File: src/rtl/uart_arb_pkg.sv
// Shared definitions for the UART transmit arbiter: the FSM state encoding,
// the default byte width and the byte-index width.
package uart_arb_pkg;

  localparam int DEFAULT_DBITS = 8;
  localparam int IDX_W         = 5;

  typedef enum logic [1:0] {
    ST_IDLE  = 2'd0,
    ST_LATCH = 2'd1,
    ST_SEND  = 2'd2,
    ST_GAP   = 2'd3
  } arb_state_t;

endpackage

File: src/rtl/uart_tx_arbiter_rr_pick.sv
// Combinational round-robin selector. The search begins one position after
// last_winner and wraps around; the first requesting index wins.
module rr_pick
  import uart_arb_pkg::*;
#(
  parameter int NUM_REQ = 4,
  parameter int REQ_W   = 2
) (
  input  logic [NUM_REQ-1:0] req,
  input  logic [REQ_W-1:0]   last_winner,
  output logic [NUM_REQ-1:0] winner,
  output logic [REQ_W-1:0]   winner_idx
);

  logic [NUM_REQ-1:0] upper;
  logic [NUM_REQ-1:0] masked;
  logic [NUM_REQ-1:0] pool;

  // Prefer requesters above last_winner; fall back to the whole set to wrap.
  // NOTE: every output of a combinational block gets a default first so no
  // path through the block leaves it unassigned and infers a latch.
  always_comb begin
    upper = '0;
    for (int i = 0; i < NUM_REQ; i++) begin
      upper[i] = (i > int'(last_winner));
    end
    masked     = req & upper;
    pool       = (|masked) ? masked : req;
    winner     = '0;
    winner_idx = '0;
    for (int i = NUM_REQ - 1; i >= 0; i--) begin
      if (pool[i]) begin
        winner     = '0;
        winner[i]  = 1'b1;
        winner_idx = REQ_W'(i);
      end
    end
  end

endmodule

File: src/rtl/uart_tx_arbiter.sv
// Round-robin arbiter that lets several requesters share one UART TX FIFO
// write port. The winning requester's fixed-length frame is latched and
// streamed MSB-byte first, followed by a programmable quiet gap.
// Optional feature: define UART_ARB_NUL_STRIP_EN to skip 0x00 bytes of the
// latched frame instead of transmitting them.
module uart_tx_arbiter
  import uart_arb_pkg::*;
#(
  parameter int NUM_REQ     = 4,
  parameter int DBITS       = DEFAULT_DBITS,
  parameter int FRAME_BYTES = 18,
  parameter int GAP_CYCLES  = 16
) (
  input  logic                               clk,
  input  logic                               reset_n,
  input  logic [NUM_REQ-1:0]                 req,
  input  logic [NUM_REQ*FRAME_BYTES*DBITS-1:0] frame_in,
  output logic [NUM_REQ-1:0]                 grant,
  output logic [NUM_REQ-1:0]                 done,
  output logic                               busy,
  output logic [DBITS-1:0]                   tx_data,
  output logic                               tx_valid,
  input  logic                               tx_ready
);

  localparam int REQ_W   = (NUM_REQ > 1) ? $clog2(NUM_REQ) : 1;
  localparam int FRAME_W = FRAME_BYTES * DBITS;

  localparam logic [IDX_W-1:0] LAST_IDX   = IDX_W'(FRAME_BYTES - 1);
  localparam logic [7:0]       GAP_INIT   = 8'(GAP_CYCLES);
  localparam arb_state_t       POST_FRAME = (GAP_CYCLES == 0) ? ST_IDLE : ST_GAP;

`ifdef UART_ARB_NUL_STRIP_EN
  localparam bit NUL_STRIP = 1'b1;
`else
  localparam bit NUL_STRIP = 1'b0;
`endif

  arb_state_t         state;
  arb_state_t         state_next;
  logic [REQ_W-1:0]   last_winner;
  logic [REQ_W-1:0]   win_idx;
  logic [REQ_W-1:0]   pick_idx;
  logic [NUM_REQ-1:0] pick_onehot;
  logic [FRAME_W-1:0] frame_q;
  logic [FRAME_W-1:0] slice_sel;
  logic [DBITS-1:0]   first_byte;
  logic [DBITS-1:0]   next_byte;
  logic [IDX_W-1:0]   idx;
  logic [IDX_W-1:0]   idx_inc;
  logic [7:0]         gap_cnt;
  logic               xfer;
  logic               free;
  logic               finish;
  logic               latch_finish;

  rr_pick #(
    .NUM_REQ (NUM_REQ),
    .REQ_W   (REQ_W)
  ) u_rr_pick (
    .req         (req),
    .last_winner (last_winner),
    .winner      (pick_onehot),
    .winner_idx  (pick_idx)
  );

  // Select the winner's frame slice out of the flat frame bus.
  always_comb begin
    slice_sel = frame_in[FRAME_W-1:0];
    for (int i = 1; i < NUM_REQ; i++) begin
      if (win_idx == REQ_W'(i)) slice_sel = frame_in[i*FRAME_W +: FRAME_W];
    end
  end

  assign first_byte = slice_sel[FRAME_W-1 -: DBITS];
  assign idx_inc    = idx + 1'b1;

  // Fetch the byte after the current one from the latched frame.
  always_comb begin
    next_byte = '0;
    for (int b = 0; b < FRAME_BYTES; b++) begin
      if (idx_inc == IDX_W'(b)) next_byte = frame_q[(FRAME_BYTES-1-b)*DBITS +: DBITS];
    end
  end

  // A slot is free when the current byte is accepted, or (when stripping)
  // when it is a skipped NUL. A trailing NUL can end the frame early.
  assign xfer   = tx_valid && tx_ready;
  assign free   = xfer || (NUL_STRIP && !tx_valid);
  assign finish = (state == ST_SEND) && free &&
                  ((idx == LAST_IDX) ||
                   (NUL_STRIP && (idx_inc == LAST_IDX) && (next_byte == '0)));
  assign latch_finish = NUL_STRIP && (FRAME_BYTES == 1) && (first_byte == '0);

  // State register.
  // NOTE: clocked state is written with non-blocking assignments so every
  // flop samples the values from before the edge.
  always_ff @(posedge clk or negedge reset_n) begin
    if (!reset_n) state <= ST_IDLE;
    else          state <= state_next;
  end

  // Next-state logic.
  always_comb begin
    state_next = state;
    unique case (state)
      ST_IDLE:  if (|req) state_next = ST_LATCH;
      ST_LATCH: state_next = latch_finish ? POST_FRAME : ST_SEND;
      ST_SEND:  if (finish) state_next = POST_FRAME;
      ST_GAP:   if (gap_cnt == '0) state_next = ST_IDLE;
      default:  state_next = ST_IDLE;
    endcase
  end

  // Frame holding register, written once per frame in LATCH.
  // NOTE: no reset here; the frame is always overwritten in LATCH before any
  // byte of it is read.
  always_ff @(posedge clk) begin
    if (state == ST_LATCH) frame_q <= slice_sel;
  end

  // Registered outputs, arbitration history, byte index and gap counter.
  always_ff @(posedge clk or negedge reset_n) begin
    if (!reset_n) begin
      grant       <= '0;
      done        <= '0;
      busy        <= 1'b0;
      tx_data     <= '0;
      tx_valid    <= 1'b0;
      idx         <= '0;
      gap_cnt     <= '0;
      win_idx     <= '0;
      last_winner <= REQ_W'(NUM_REQ - 1);
    end else begin
      done <= '0;
      busy <= (state_next != ST_IDLE);
      unique case (state)
        ST_IDLE: begin
          if (|req) begin
            win_idx <= pick_idx;
            grant   <= pick_onehot;
          end
        end
        ST_LATCH: begin
          last_winner <= win_idx;
          idx         <= '0;
          tx_data     <= first_byte;
          if (latch_finish) begin
            tx_valid <= 1'b0;
            done     <= grant;
            grant    <= '0;
            gap_cnt  <= GAP_INIT;
          end else begin
            tx_valid <= NUL_STRIP ? (first_byte != '0) : 1'b1;
          end
        end
        ST_SEND: begin
          if (finish) begin
            tx_valid <= 1'b0;
            done     <= grant;
            grant    <= '0;
            gap_cnt  <= GAP_INIT;
          end else if (free) begin
            idx      <= idx_inc;
            tx_data  <= next_byte;
            tx_valid <= NUL_STRIP ? (next_byte != '0) : 1'b1;
          end
        end
        ST_GAP: begin
          if (gap_cnt != '0) gap_cnt <= gap_cnt - 8'd1;
        end
        default: ;
      endcase
    end
  end

endmodule

File: config.mk
export PLATFORM = sky130hd
export DESIGN_NAME = uart_tx_arbiter
export DESIGN_NICKNAME = d
export VERILOG_FILES = /design/src/rtl/uart_arb_pkg.sv /design/src/rtl/uart_tx_arbiter_rr_pick.sv /design/src/rtl/uart_tx_arbiter.sv
export SDC_FILE = /design/constraint.sdc
export NUM_CORES = 1
export LEC_CHECK = 0
export BUFFER_PORTS_ARGS = -buffer_cell sky130_fd_sc_hd__clkbuf_2
export CORE_AREA = 2 2 231 233
export CTS_BUF_LIST = sky130_fd_sc_hd__clkbuf_4 sky130_fd_sc_hd__clkbuf_8
export DETAILED_ROUTE_END_ITERATION = 10
export DIE_AREA = 0 0 233 235
export GPL_TIMING_DRIVEN = 1
export PLACE_DENSITY = 0.45
export SLEW_MARGIN = 0
export SYNTH_ARGS = -nofsm -noshare
export SYNTH_HDL_FRONTEND = slang
export SYNTH_SLANG_ARGS = --single-unit
File: constraint.sdc
create_clock -name clk -period 6.7 [get_ports clk]
set_input_delay 1.34 -clock clk [delete_from_list [all_inputs] [get_ports clk]]
set_output_delay 1.34 -clock clk [all_outputs]
set_load 0.05 [all_outputs]
==> flow_summary.toml <==
[worst_setup_path]
cp-start-kind = "flip-flop"
required_ns = 7.13
critPathKind = "flip-flop to flip-flop"
ff2ff_setup_slack_ns = 2.86
reg2reg_depth = 8
r2r-start = "idx[0]$_DFFE_PN0P_"
cp_max_fo = 19
regToRegEndpoint = "tx_data[7]$_DFFE_PN0P_"
arrival_ns = 4.27
worstSetupEndpointType = "flip-flop"

[sta]
fin_crit_ns = 3.84
hold_viol_final = 0
finClkSkew_ns = 0.0134
finalCritPeriodShare = 0.573
final-setup-viol-count = 0
setup_slack_ns = 2.86
slew_headroom = 0.285
whs_ns = 0.503
fmax_mhz = 260
setup-tns-final_ns = 0
grt_setup_unrepaired = "false"
worstMarginPinSlew_ns = 1.07
finalMaxSlewViolations = 0

[global_routing]
grt-ovfl-total = 0
grt_usage = 0.186
gr-usage-met1 = 0.232
met3_usage = 0.0295
grt_first_pass_wirelength_um = 73700
grt_max_degree = 77
busiest_layer = "met2"
antenna_found_initial = 4
grt_pass1_vias = 11300
grt_use_met2 = 0.336

[finish]
syn_to_final_growth_pct = 34.6
multi_input_area_um2 = 6100
seqCellArea_um2 = 5260
fin_nets = 2017
nFillCells = 5398
antennaDiodeCount = 0
drive_above_1_share = 0.574

[detailed_routing]
dr_total_vias = 10500
wl_um = 51900
post-route-drc-count = 0
antenna_left = 0
firstDrtPassIters = 8
drt_iter0_drc = 662
vias_per_cell = 4.93
wl_per_cell_um = 24.4

[clocking]
holdBufCountCts = 0
post_cts_buffers = 0
clock_sinks = 181
cts_root_buffer = "clkbuf_8"
htreeDepth = 4
clk_latency_ns = 0.50
cts_tree = "built"
cts_made_buffers = 17
clockBufferDepth = 2
cts-resized-gates = 0
path_clk_slew_ns = 0.11

[power_and_ir_drop]
irDropWorstVdd_v = 0.000151
total_power_uw = 4140
p_leak_uw = 0.00626
powerDensity_nw_per_um2 = 262

[placement]
dp_slack_ns = 3.01
gp_congestion = 0.919
hpwl_um = 42700
io_buffer_count = 600

[yosys]
ys_seq_area_frac = 0.448
ys_ff_latch = 181
syn_area_um2 = 11700
async_flop_share = 0.204
mappedNetlistNets = 1452
yosys_warnings = 0
synthCells = 862
synth_ff_type = "edfxtp_1"
avgSynthCellArea_um2 = 13.6
synth_cell_type_count = 90
synth-edff-count = 144

[floorplanning]
dieArea_um2 = 54800
die_x_um = 233
core_area_um2 = 52200
core.rowCount = 84
ioPinCount = 601
die_h_um = 235
start_util = 0.225

[hold_path]
whs_endpoint = "last_winner[0]$_DFFE_PN1P_"
hold_depth = 2
worstHoldStart = "last_winner[0]$_DFFE_PN1P_"
hold_path_class = "flip-flop to flip-flop"

[run_status]
status = "completed"

[flow_run]
maxCapViolations = 0
[placed cells by master, fill, tap and decap left out, drive strengths merged, types with 6 or more instances in the layout]
| cell type | count |
|---|---|
| nor2b | 6 |
| o32ai | 8 |
| nand3 | 9 |
| nand2b | 7 |
| o21a | 8 |
| o21ai | 42 |
| a21o | 8 |
| o22ai | 20 |
| ha | 7 |
| a22oi | 11 |
| mux4 | 144 |
| edfxtp | 144 |
| nor3 | 7 |
| inv | 31 |
| clkbuf | 617 |
| a31oi | 7 |
| a221oi | 13 |
| and3 | 6 |
| o31ai | 10 |
| dfrtp | 35 |
| nand2 | 63 |
| and2 | 12 |
| buf | 12 |
| a21oi | 52 |
| nor2 | 60 |
| o211ai | 7 |
[registers in the layout, summed over array words and instances (netlist names)]
name / cells
last_winner: 2
grant: 4
win_idx: 2
idx: 5
state: 2
gap_cnt: 8
frame_q: 144
tx_valid: 1
busy: 1
done: 4
tx_data: 8
[how the worst max path moves through the flow]
stage / startpoint / end / slack [ns] / depth (start not counted)
5_1_grt: idx[0]$_DFFE_PN0P_ / tx_data[7]$_DFFE_PN0P_ / 2.69 / 8
6_report: idx[0]$_DFFE_PN0P_ / tx_data[7]$_DFFE_PN0P_ / 2.86 / 8
4_1_cts: idx[0]$_DFFE_PN0P_ / tx_data[7]$_DFFE_PN0P_ / 2.95 / 8
2_1_floorplan: state[1]$_DFF_PN0_ / tx_data[6]$_DFFE_PN0P_ / 2.21 / 6
3_3_place_gp: tx_ready / gap_cnt[5]$_DFFE_PN0P_ / 3.09 / 8
3_5_place_dp: idx[0]$_DFFE_PN0P_ / tx_data[7]$_DFFE_PN0P_ / 3.01 / 8
[logic make-up after synthesis]
group / after synthesis / synth area share
AOI/OAI and AO/OA: 238 / 0.144
xor gates and xnor gates: 6 / 0.00448
adders and majority gates: 7 / 0.00746
buffers and inverters: 85 / 0.0325
DFF: 181 / 0.448
muxes: 144 / 0.276
and+or+nand+nor: 201 / 0.0871
[routing by layer]
metal	vias up	wire, µm
met5	-	0
met4	0	794
met3	37	2670
met2	459	27000
met1	5280	21400
li1	4720	-
[report_power, final]
group	total, µW	internal, µW	switching (µW)
Sequential	1380	1270	108
Clock	797	320	478
Combinational	1960	727	1230
[critical path, stage by stage (launching register included)]
cell and delay, ns:
dfrtp_1 0.66, ha_1 0.84, nor2b_1 0.61, a221oi_1 0.23, o31ai_1 0.54, a32oi_1 0.12
o221ai_1 0.25, o2111ai_1 0.29, a21oi_1 0.23
[metrics by stage]
step | instance area, µm² | utilization | cells
detailed placement | 15400 | 0.295 | 2096
floorplan | 11700 | - | 862
finish | 15800 | 0.302 | 2128
global placement | 15400 | 0.295 | 2096
CTS | 15800 | 0.302 | 2128
global route | 15800 | 0.302 | 2128
[area by class of cell]
cell class                 instances  share of cell area
sequential                       181               0.333
tap                              688              0.0545
inverter                          19             0.00483
timing repair buffer             612               0.196
multi-input combinational        596               0.386
clock inverter                    15              0.0108
clock buffer                      17              0.0148
[synthesized netlist by cell type (4+ instances only)]
library cell	count	area, µm²
o21a_1	8	60.1
edfxtp_1	144	4320
a21oi_1	49	245
a22o_1	5	43.8
a22oi_1	10	75.1
nor2_1	58	218
nand3b_1	5	37.5
buf_2	20	100
a211oi_1	4	30.0
o221ai_1	5	43.8
o21ai_0	40	200
nand2b_1	7	43.8
a32oi_1	5	43.8
a31oi_1	7	43.8
nand3_1	9	45.0
o2111ai_1	4	35.0
and3_1	6	37.5
dfrtp_1	35	876
nand4_1	4	25.0
nor3_1	6	30.0
nand2_1	62	233
xnor2_1	4	35.0
inv_1	16	60.1
a21o_1	8	60.1
o32ai_1	7	61.3
a221oi_1	12	105
ha_1	7	87.6
mux4_2	144	3240
nor2b_1	6	37.5
o211ai_1	5	37.5
clkbuf_1	36	135
buf_4	4	30.0
o22ai_1	20	125
o31ai_1	10	75.1
and2_1	10	62.6
Note: power is estimated with default switching activity, not from simulation.
